**config.mk**
```make
export PLATFORM = sky130hd
export DESIGN_NAME = mem_arbiter
export DESIGN_NICKNAME = d
export VERILOG_FILES = /design/src/rtl/mem_arbiter.sv
export SDC_FILE = /design/constraint.sdc
export NUM_CORES = 1
export LEC_CHECK = 0
export CAP_MARGIN = 10
export CORE_MARGIN = 1.5
export CORE_UTILIZATION = 45
export CTS_CLUSTER_DIAMETER = 40
export CTS_CLUSTER_SIZE = 12
export DETAILED_ROUTE_END_ITERATION = 6
export DONT_BUFFER_PORTS = 1
export GPL_ROUTABILITY_DRIVEN = 0
export PLACE_DENSITY_LB_ADDON = 0.25
export RECOVER_POWER = 50
export REMOVE_ABC_BUFFERS = 1
export SLEW_MARGIN = 10
export SYNTH_ARGS = -nofsm -noshare
export SYNTH_HDL_FRONTEND = slang
export SYNTH_SLANG_ARGS = --single-unit
```
**constraint.sdc**
```tcl
create_clock -name clk -period 2.01 [get_ports clk]
set_input_delay 0.402 -clock clk [delete_from_list [all_inputs] [get_ports clk]]
set_output_delay 0.402 -clock clk [all_outputs]
set_load 0.1 [all_outputs]
```
**src/rtl/mem_arbiter.sv**
```systemverilog
// mem_arbiter: shares one single-port memory between fetch and load/store, data first.
// Each access runs a fixed MEM_LAT sequence and finishes with a one-cycle ready pulse.
module mem_arbiter #(
    parameter int ADDR_W  = 16,
    parameter int DATA_W  = 16,
    parameter int MEM_LAT = 2
) (
    input  logic              clk,
    input  logic              rst_n,
    input  logic              if_req,
    input  logic [ADDR_W-1:0] if_addr,
    output logic [DATA_W-1:0] if_rdata,
    output logic              if_rdy,
    input  logic              dm_re,
    input  logic              dm_we,
    input  logic [ADDR_W-1:0] dm_addr,
    input  logic [DATA_W-1:0] dm_wdata,
    output logic [DATA_W-1:0] dm_rdata,
    output logic              dm_rdy,
    input  logic              hlt,
    output logic              halted,
    output logic              mem_en,
    output logic              mem_we,
    output logic [ADDR_W-1:0] mem_addr,
    output logic [DATA_W-1:0] mem_wdata,
    input  logic [DATA_W-1:0] mem_rdata
);
    typedef enum logic [2:0] {IDLE, BUSY_IF, BUSY_DM, RESP, HALTED} state_t;
    state_t     r_state;
    logic [3:0] r_cnt;
    always_ff @(posedge clk) begin
        if (!rst_n) begin
            r_state   <= IDLE;
            r_cnt     <= 4'd0;
            if_rdata  <= '0;
            if_rdy    <= 1'b0;
            dm_rdata  <= '0;
            dm_rdy    <= 1'b0;
            halted    <= 1'b0;
            mem_en    <= 1'b0;
            mem_we    <= 1'b0;
            mem_addr  <= '0;
            mem_wdata <= '0;
        end else begin
            mem_en <= 1'b0;
            if_rdy <= 1'b0;
            dm_rdy <= 1'b0;
            case (r_state)
                IDLE: begin
                    if (hlt) begin
                        r_state <= HALTED;
                        halted  <= 1'b1;
                    end else if (dm_re | dm_we) begin
                        r_state   <= BUSY_DM;
                        r_cnt     <= 4'(MEM_LAT);
                        mem_en    <= 1'b1;
                        mem_we    <= dm_we;
                        mem_addr  <= dm_addr;
                        mem_wdata <= dm_wdata;
                    end else if (if_req) begin
                        r_state  <= BUSY_IF;
                        r_cnt    <= 4'(MEM_LAT);
                        mem_en   <= 1'b1;
                        mem_we   <= 1'b0;
                        mem_addr <= if_addr;
                    end
                end
                BUSY_IF, BUSY_DM: begin
                    r_cnt <= r_cnt - 4'd1;
                    // read data is sampled on the last busy cycle so it lands with the ready pulse
                    if (r_cnt == 4'd1) begin
                        r_state <= RESP;
                        if (r_state == BUSY_IF) begin
                            if_rdata <= mem_rdata;
                            if_rdy   <= 1'b1;
                        end else begin
                            dm_rdy <= 1'b1;
                            if (!mem_we) dm_rdata <= mem_rdata;
                        end
                    end
                end
                RESP: begin
                    r_state <= hlt ? HALTED : IDLE;
                    halted  <= hlt;
                end
                HALTED: r_state <= HALTED;
                default: r_state <= IDLE;
            endcase
        end
    end
endmodule
```
# Word level (Yosys, flattened, before mapping)

Index checks and enable logic that the tools add are counted.

Add/sub/neg operators: 1
Equality and inequality tests: 10
Mux-type cells: 20
Bitwise operators: 6
Reduce and logical (&&, ||, !) cells: 14

Operators by type and width:

| cell                                                 | number |
|---|---|
| two-way mux 16 bit                                   | 2 |
| two-way mux 3 bit                                    | 5 |
| AND reduction 3 bit                                  | 5 |
| two-way mux 4 bit                                    | 3 |
| one-hot mux 3 bit (4 select lines)                   | 1 |
| one-hot mux 4 bit (2 select lines)                   | 1 |
| two-way mux 1 bit                                    | 7 |
| equality test 3 x 2 -> 1 bit (second input constant) | 2 |
| inequality test 2 bit (second input constant)        | 3 |
| nonzero test 2 bit                                   | 3 |
| inverter 1 bit                                       | 5 |
| equality test 4 x 1 -> 1 bit (second input constant) | 1 |
| inequality test 4 bit (second input constant)        | 1 |
| AND reduction 2 bit                                  | 2 |
| AND reduction 4 bit                                  | 1 |
| subtractor 4 x 1 -> 4 bit (second input constant)    | 1 |
| equality test 3 x 1 -> 1 bit (second input constant) | 1 |
| equality test 3 bit (second input constant)          | 1 |
| logical NOT 3 bit                                    | 1 |
| inequality test 3 bit (second input constant)        | 1 |
| OR reduction 3 bit                                   | 1 |
| one-hot mux 1 bit (2 select lines)                   | 1 |
| OR reduction 2 bit                                   | 1 |
| OR 1 bit                                             | 1 |

Flip-flop bits (word level): 76
Logic and storage cells: 62

# Depth between registers and ports, before layout

Word-level depth: 4
Gate-level depth with buffers: 8

# Worst setup path before layout

Ideal clock, no wire load.

Path type: register -> register
From: reg r_cnt[0]
To: reg dm_rdata[10]
Data arrival time: 1.773 ns
Setup slack: 0.109 ns
Stages on the path, launching flop included: 7
Path buffers: 1
Cell sequence: dfxtp_1 -> ha_1 -> or4b_4 -> nor3_4 -> buf_12 -> mux2i_1 -> nor2_1

Cells in the longest elaborated chain, start to end: 2

RTL lines:

| what                                 | RTL line | RTL |
|---|---|---|
| start, declared                      | 30       | `logic [3:0] r_cnt;` |
| start signal, assigned               | 55       | `r_cnt <= 4'(MEM_LAT);` |
| start signal, assigned               | 62       | `r_cnt <= 4'(MEM_LAT);` |
| start signal, assigned               | 69       | `r_cnt <= r_cnt - 4'd1;` |
| equality test 4 x 1 -> 1 bit         | 71       | `if (r_cnt == 4'd1) begin` |
| AND reduction 4 bit (no source line) | n/a      |  |
| end signal, assigned                 | 78       | `if (!mem_we) dm_rdata <= mem_rdata;` |
| end, declared                        | 18       | `output logic [DATA_W-1:0] dm_rdata,` |

No other way between the ends.
A chain may end at the register's enable or synchronous reset.

# Worst setup path after layout

Ends and elaborated chain as after synthesis.

==> flow_summary.toml <==
[die]
ios = 139
fp.dieH_um = 84.81
start_util_pct = 46.89
rows = 29
die_x_um = 84.81
coreArea_um2 = 6422
dieArea_um2 = 7192

[grt]
grt_pass1_wl_um = 11590
grt_pass1_vias = 2556
grt_overflow_total = 0
gr-usage-all-layers_pct = 20.03
antenna_found_initial = 0
grt_max_degree = 55

[routing]
drt-initial-drc-count = 134
viasPerCell = 5.337
antenna_left = 0
post_drt_wl_per_cell_um = 14.48
vias = 2594
wirelength_um = 7039
firstDrtPassIters = 6
route.detailed.drc = 13

[critical_path]
r2r-start = "r_cnt[0]"
endpoint = "dm_rdata[10]"
rrSetupSlack_ns = 0.17
worst-setup-path-type = "reg -> reg"
startpoint = "r_cnt[0]"
arrival_ns = 2.08
critPathLaunchType = "flip-flop"
reg2reg_depth = 6
cp_data_required_time_ns = 2.25
reg2reg_to = "dm_rdata[10]"
end_kind = "flip-flop"
cp_max_fo = 16

[clocking]
clockRootBuffer = "clkbuf_8"
cts_resized = 0
numCtsBuffers = 9
clkTransAtPathRegs_ns = 0.09
cts.sinks = 76
cts_tree = "built"
clk_latency_ns = 0.34
hold_buffers = 0
cts_setup_buffers = 0
cts_buffer_depth = 2
htreeDepth = 3

[timing]
finalHoldViolCount = 0
fmax_ghz = 0.5435
fin_skew_ns = 0.01192
setup_viol = 0
period_needed_ns = 1.840
rsz0062_at_grt = "false"
fin_tns_setup_ns = 0
slew_viol_final = 0
finalCritPeriodShare_pct = 91.54
worst_hold_slack_ns = 0.1805
relSlewSlack_pct = 60.37
tightest_slew_ns = 0.5944

[synthesis]
postSynthAreaPerCell_um2 = 8.910
syn_area_um2 = 3012
synthArstFlopShare_pct = 0
seq_area_frac_synth_pct = 50.52
ys_ff_latch = 76
synthFlopType = "dfxtp_1"
ys_warn_count = 0
synth_cells = 338
ys_types = 36
synth_edf_count = 0

[layout]
multi_input_area_um2 = 1350
n_antenna_cell = 0
most-common-layout-cells = "dfxtp_1, clkbuf_2, nand2_1"
fin_nets = 476
final_common_cell = "dfxtp_1"
fillers = 634
areaGrowthSynthToFinish_pct = 21.94
seqCellArea_um2 = 1521
drive_gt1_share_pct = 24.21

[outcome]
status = "complete, but fails checks"
violations = "DRC"

[pwr]
irDropWorstVdd_v = 0.0007552
power_density_nw_per_um2 = 1552
p_total_uw = 5701
p_leak_uw = 0.001581

[placement]
place_hpwl_um = 4920
port_buffers = 0

[flow_run]
cap_violations = 0

[hold_path]
hp-class = "in -> reg"
==> final cells by class <==
class	instances	share of cell area, %
multi-input combinational	233	36.76
clock buffer	9	3.373
clock inverter	7	2.862
tap	77	2.624
inverter	5	0.5111
timing repair buffer	79	12.44
sequential	76	41.43
==> kinds of logic (layout without fill, tap and decap cells) <==
| family | after synthesis | after routing | synth area share [%] |
|---|---|---|---|
| AND/OR/NAND/NOR | 129 | 129 | 18.70 |
| XOR/XNOR | 1 | 1 | 0.2909 |
| multiplexers | 32 | 32 | 10.64 |
| buffers and inverters | 29 | 100 | 4.653 |
| adder cells (fa/ha/maj) | 2 | 2 | 0.8308 |
| flip-flops | 76 | 76 | 50.52 |
| AO/OA/AOI/OAI | 69 | 69 | 14.37 |
==> worst min-delay path by stage <==
stage	from	end	depth (start not counted)
floorplan	r_cnt[3]	r_cnt[3]	2
global placement	mem_wdata[7]	mem_wdata[7]	2
detailed placement	mem_wdata[7]	mem_wdata[7]	2
CTS	dm_wdata[3]	mem_wdata[3]	2
global route	dm_wdata[4]	mem_wdata[4]	2
finish	dm_wdata[11]	mem_wdata[11]	2
==> metrics by stage <==
stage | cell area (µm²) | util, % | instances | worst slack (ns)
finish | 3672 | 57.18 | 486 | 0.1701
global route | 3672 | 57.18 | 486 | 0.03311
CTS | 3846 | 59.89 | 486 | 0.1734
detailed placement | 3617 | 56.32 | 470 | 0.1744
global placement | 3617 | 56.32 | 470 | 0.2618
floorplan | 2890 | - | 314 | -0.08123
==> Yosys cell counts, types with 2 or more instances <==
| cell | count | area [µm²] |
|---|---|---|
| nor2_1 | 53 | 198.9 |
| or4_1 | 2 | 15.01 |
| ha_1 | 2 | 25.02 |
| buf_4 | 3 | 22.52 |
| mux2i_1 | 32 | 320.3 |
| nor3_1 | 5 | 25.02 |
| o211ai_1 | 2 | 15.01 |
| nor2_2 | 2 | 12.51 |
| o21ai_0 | 20 | 100.1 |
| inv_1 | 5 | 18.77 |
| a21oi_1 | 22 | 110.1 |
| dfxtp_1 | 76 | 1521 |
| a221oi_1 | 2 | 17.52 |
| a31oi_1 | 2 | 12.51 |
| nand2_1 | 54 | 202.7 |
| clkbuf_1 | 16 | 60.06 |
| buf_2 | 3 | 15.01 |
| a311oi_1 | 16 | 140.1 |
| nor4_1 | 3 | 18.77 |
| nor4b_1 | 2 | 17.52 |
==> flip-flops by register name, indices dropped and copies added (netlist names) <==
| signal | flops |
|---|---|
| mem_addr | 16 |
| mem_en | 1 |
| dm_rdata | 16 |
| r_state | 3 |
| if_rdata | 16 |
| mem_we | 1 |
| if_rdy | 1 |
| r_cnt | 4 |
| dm_rdy | 1 |
| halted | 1 |
| mem_wdata | 16 |
==> critical path, stage by stage, from the launching register on <==
cell and delay [ns]:
dfxtp_1 0.42, ha_1 0.18, or4b_4 0.48, nor3_4 0.17
buf_12 0.20, mux2i_1 0.21, nor2_1 0.05
==> layer usage <==
| metal | vias up | track usage [%] | part of all wire [%] |
|---|---|---|---|
| met5 | - | 0 | 0 |
| met4 | 0 | 8.346 | 1.1 |
| met3 | 9 | 6.785 | 9.6 |
| met2 | 105 | 33.75 | 48 |
| met1 | 1173 | 23.32 | 41 |
| li1 | 1307 | - | - |
==> report_power, final <==
part | internal [µW] | total (µW) | switching, µW
Clock | 721 | 1320 | 604
Sequential | 1750 | 1880 | 133
Combinational | 512 | 2490 | 1980
No activity file was read; power rests on OpenSTA's default activity.
